--- src/rtl/rca.sv ---
// ---------------------------------------------------------------------------
// rca -- parameterised ripple-carry adder with an optional registered output.
//
// The combinational path is a chain of SIZE one-bit full-adder cells.
// Cell 0 has a constant-zero carry-in, and each cell feeds its carry-out to
// the next cell. The carry-out of the top cell becomes result[SIZE].
//
// The registered path captures that sum into result_q on a rising clk edge
// whenever in_valid is high. out_valid marks the cycle that result_q holds a
// freshly captured sum.
//
// Parameters
//   SIZE      operand width in bits, 1..64
//
// Ports (declaration order is fixed so that a positional (a, b, result)
// hookup reaches the combinational adder)
//   a         in   SIZE    unsigned addend A
//   b         in   SIZE    unsigned addend B
//   result    out  SIZE+1  combinational sum, bit SIZE is the carry-out
//   clk       in   1       rising-edge clock, registered path only
//   rst_n     in   1       asynchronous active-low reset, registered path only
//   in_valid  in   1       qualifies a/b for capture into result_q
//   result_q  out  SIZE+1  registered copy of result
//   out_valid out  1       high while result_q holds a just-captured sum
// ---------------------------------------------------------------------------

// One-bit full-adder cell. The carry is written as generate/propagate
// (x AND y) OR (cin AND (x XOR y)), so the cell reads as one ripple stage.
module RcaFullAdder (
   input  logic x,
   input  logic y,
   input  logic cin,
   output logic sum,
   output logic cout
);

   logic propagate;

   assign propagate = x ^ y;
   assign sum       = propagate ^ cin;
   assign cout      = (x & y) | (cin & propagate);

endmodule

module rca #(
   parameter int SIZE = 8
) (
   input  logic [SIZE-1:0] a,
   input  logic [SIZE-1:0] b,
   output logic [SIZE:0]   result,
   input  logic            clk,
   input  logic            rst_n,
   input  logic            in_valid,
   output logic [SIZE:0]   result_q,
   output logic            out_valid
);

   // carryChain[i] is the carry into cell i. carryChain[SIZE] is the final
   // carry-out of the chain.
   logic [SIZE:0]   carryChain;
   logic [SIZE-1:0] sumBits;
   logic [SIZE:0]   result_d;

   assign carryChain[0] = 1'b0;

   // Build the ripple chain one cell per bit. SIZE = 1 produces a single
   // cell, and its carry-out lands directly in result[1].
   for (genvar i = 0; i < SIZE; i++) begin : gCell
      RcaFullAdder uCell (
         .x    (a[i]),
         .y    (b[i]),
         .cin  (carryChain[i]),
         .sum  (sumBits[i]),
         .cout (carryChain[i+1])
      );
   end

   // The combinational sum never involves clk, rst_n or in_valid. It keeps
   // tracking a + b even while the registered path is held in reset.
   assign result = {carryChain[SIZE], sumBits};

   // Next-state for the capture register: load the live sum when in_valid
   // qualifies it, otherwise hold the last captured value.
   always_comb begin
      result_d = result_q;
      if (in_valid) begin
         result_d = result;
      end
   end

   // Capture register. Reset clears both outputs at once, without waiting
   // for a clock edge. This also discards a capture that was about to
   // happen, so no stale out_valid pulse appears after reset is released.
   always_ff @(posedge clk or negedge rst_n) begin
      if (!rst_n) begin
         result_q  <= '0;
         out_valid <= 1'b0;
      end else begin
         result_q  <= result_d;
         out_valid <= in_valid;
      end
   end

endmodule

--- config.mk ---
export PLATFORM = sky130hd
export DESIGN_NAME = rca
export DESIGN_NICKNAME = d
export VERILOG_FILES = /design/src/rtl/rca.sv
export SDC_FILE = /design/constraint.sdc
export NUM_CORES = 1
export LEC_CHECK = 0
export CORE_AREA = 2 2 45 47
export CTS_BUF_LIST = sky130_fd_sc_hd__clkbuf_8 sky130_fd_sc_hd__clkbuf_16
export CTS_CLUSTER_SIZE = 8
export DETAILED_ROUTE_END_ITERATION = 8
export DIE_AREA = 0 0 47 49
export GPL_ROUTABILITY_DRIVEN = 0
export GPL_TIMING_DRIVEN = 0
export PLACE_DENSITY = 0.86
export SLEW_MARGIN = 20
export SYNTH_ARGS = -nofsm -noshare
export SYNTH_HDL_FRONTEND = slang
export SYNTH_SLANG_ARGS = --single-unit
--- constraint.sdc ---
create_clock -name clk -period 5 [get_ports clk]
set_input_delay 0.5 -clock clk [delete_from_list [all_inputs] [get_ports clk]]
set_output_delay 0.5 -clock clk [all_outputs]
set_load 0.01 [all_outputs]
==> flow_metrics.py <==
metrics = {
    "route": {
        "drt_first_pass_iters": 1,
        "drc_errors": 0,
        "ant_nets": 0,
        "drt_wl_total_mm": 1.249,
        "viasPerCell": 4.018,
        "top_layer_used": "met3",
        "wl_met1_um": 451,
        "drtIter0Drc": 0,
        "routedWlPerCell_um": 11.25,
        "wl_met3_um": 120,
        "dr_total_vias": 446,
        "wl_met2_um": 677,
    },
    "global_route": {
        "grt_max_degree": 11,
        "grt_overflow_total": 0,
        "grt_pass1_vias": 524,
        "track_usage": 0.1326,
        "grt_pass1_wl_mm": 2.187,
        "antenna_found_initial": 0,
    },
    "cells_and_area": {
        "final_nets": 113,
        "multi_input_area_sq_um": 271.5,
        "regArea_sq_um": 250.2,
        "antenna_cells": 0,
        "drive_gt1_frac": 0.2381,
        "instances_no_fill": 111,
        "area_delta_synth_final_pct": 71.92,
        "fillCellCount": 170,
    },
    "timing": {
        "clock.fmax_ghz": 0.2060,
        "worstMarginPinSlew_ns": 0.4511,
        "min_period_ns": 4.855,
        "period_share": 0.9711,
        "slew_viol_final": 0,
        "hold_ws_ns": 0.5085,
        "fin_worst_skew_ns": 0,
        "rsz0062_at_grt": "false",
        "setup_viol": 0,
        "slew_headroom": 0.6983,
        "hold_viol": 0,
    },
    "clock_tree": {
        "ctsHoldBuffers": 0,
        "clkTransAtPathRegs_ns": 0.04,
        "clock-sinks": 10,
        "cts_root_buffer": "clkbuf_8",
        "cts.path.max_buffers": 2,
        "h-tree-depth": 1,
        "clock_latency_ns": 0.22,
        "cts_tree": "done",
        "cts_buffers": 3,
    },
    "min_path": {
        "min_delay_path_depth": 1,
        "holdPathEnd": "result_q[1]$_DFFE_PN0P_",
        "hold_class": "reg2reg",
        "hold_path_startpoint": "result_q[1]$_DFFE_PN0P_",
    },
    "setup_path": {
        "critPathKind": "in2out",
        "cp-start-kind": "input pin",
        "max_stage_delay_ns": 0.43,
        "reg2reg_to": "result_q[6]$_DFFE_PN0P_",
        "r2r_setup_slack_ns": 4.24,
        "worstPathCellList": "clkdlybuf4s50_1 -> ha_1 -> fa_1 -> fa_1 -> fa_1 -> fa_1 -> fa_1 -> fa_1 -> inv_1 -> fa_1 -> inv_1 -> buf_4 -> clkdlybuf4s15_1",
        "path_max_fanout": 2,
        "cp-end-kind": "output port",
        "cp_slowest_cell": "fa_1",
        "timing.rr.start": "result_q[6]$_DFFE_PN0P_",
        "r2r_cells": 1,
        "cp_common_cell": "fa_1",
        "critPathRequiredTime_ns": 4.50,
        "worstPathArrival_ns": 4.36,
    },
    "die": {
        "die_area_sq_um": 2303,
        "die_w_um": 47,
        "initial_core_util": 0.3363,
        "io_pins": 38,
        "die_h_um": 49,
        "num_rows": 16,
        "core_area_sq_um": 1842,
    },
    "yosys": {
        "syn_inst": 44,
        "synth-main-ff-cell": "dfrtp_1",
        "yosysTopAreaCell": "dfrtp_1",
        "ys_seq_area_frac": 0.4040,
        "yosysMostFrequentCell": "dfrtp_1",
        "synthTopCellsByCount": "dfrtp_1 (10), buf_4 (9), fa_1 (7)",
        "synth_seq_cells": 10,
        "synth_top_area_frac": 0.4040,
        "mappedNetlistArea_sq_um": 619.3,
        "async_flop_share": 1.000,
        "synthDistinctLibCells": 10,
        "ys_top_cells_by_area": "dfrtp_1 (40%), fa_1 (23%), mux2_4 (15%)",
        "synth_edf_count": 0,
        "synthesis.nets": 71,
        "avgSynthCellArea_sq_um": 14.08,
        "synth_warnings": 0,
    },
    "power": {
        "power_density_nw_per_um2": 311.5,
        "ir_worst_vdd_uv": 147.1,
        "p_leak_nw": 0.4790,
    },
    "placement": {
        "io_buffers": 37,
        "dpl.hpwl_mm": 1.066,
        "placed_cells": 108,
    },
    "status": {
        "status": "finished, final reports clean",
    },
    "run": {
        "maxCapViolations": 0,
    },
}
[layer usage]
layer / vias to the layer above / GRT usage
met2: 26 / 0.2260
met5: - / 0
li1: 209 / -
met3: 0 / 0.03704
met1: 211 / 0.1473
met4: 0 / 0.05556
[cell usage in the layout (no fill, tap or decap), drive strengths merged]
| master | n |
|---|---|
| ha | 1 |
| a21oi | 2 |
| dfrtp | 10 |
| nor2 | 2 |
| clkdlybuf4s15 | 1 |
| clkbuf | 3 |
| fa | 7 |
| clkdlybuf4s50 | 36 |
| mux2 | 7 |
| inv | 5 |
| buf | 10 |
[report_power, final]
group	internal, mW	switching (mW)
clock network	0.0523	0.0265
logic	0.0986	0.0491
registers	0.0968	0.00833
[per-stage QoR]
step	total power, mW	area, sq um	setup TNS (ns)	utilization	setup WS (ns)
2_1_floorplan	0.1746	619.3	0	-	0.9245
3_3_place_gp	0.2527	1023	-0.1507	0.5557	-0.1507
3_5_place_dp	0.2563	1023	-0.1987	0.5557	-0.1987
4_1_cts	0.3369	1064	0	0.5774	0.06599
5_1_grt	0.3531	1065	0	0.5781	0.02115
6_report	0.3317	1065	0	0.5781	0.1446
[worst max-delay path: cells and delay by family]
family	cells	cell delay, ns
adders and majority gates	8	2.98
buffers and inverters	5	0.88
[worst max path at each step]
stage / startpoint / endpoint / slack [ns] / cells after the start
global placement: a[0] / result[7] / -0.15 / 13
floorplan: a[0] / result[7] / 0.92 / 11
global route: a[0] / result[7] / 0.02 / 13
detailed placement: a[0] / result[7] / -0.20 / 13
CTS: a[0] / result[7] / 0.07 / 13
finish: a[0] / result[7] / 0.14 / 13
[area by class of cell]
cell class	instances	area share
Tap cell	27	0.03173
Clock buffer	3	0.03878
Sequential cell	10	0.2350
Buffer	10	0.07403
Timing Repair Buffer	37	0.3478
Inverter	5	0.01763
Multi-Input combinational cell	19	0.2550
[kinds of logic (layout without fill, tap and decap cells)]
family	count (synthesis)	count (layout)	share of synthesized area
flip-flops	10	10	0.4040
AND/OR/NAND/NOR	2	2	0.01213
multiplexers	7	7	0.1636
adder cells (fa/ha/maj)	8	8	0.2465
buffers and inverters	15	55	0.1576
AO/OA/AOI/OAI	2	2	0.01616
[flip-flops by register name, summed over array words and instances, names as in the netlist]
| name | cells |
|---|---|
| result_q | 9 |
| out_valid | 1 |
[timing repair]
action / in CTS / in global routing
pin swaps: 0 / 0
setup endpoints to repair: 1 / 1
resized for setup: 1 / 1
endpoints found under the hold margin: 0 / 0
setup buffers: 0 / 0
Power figures use the tool's default switching activity.
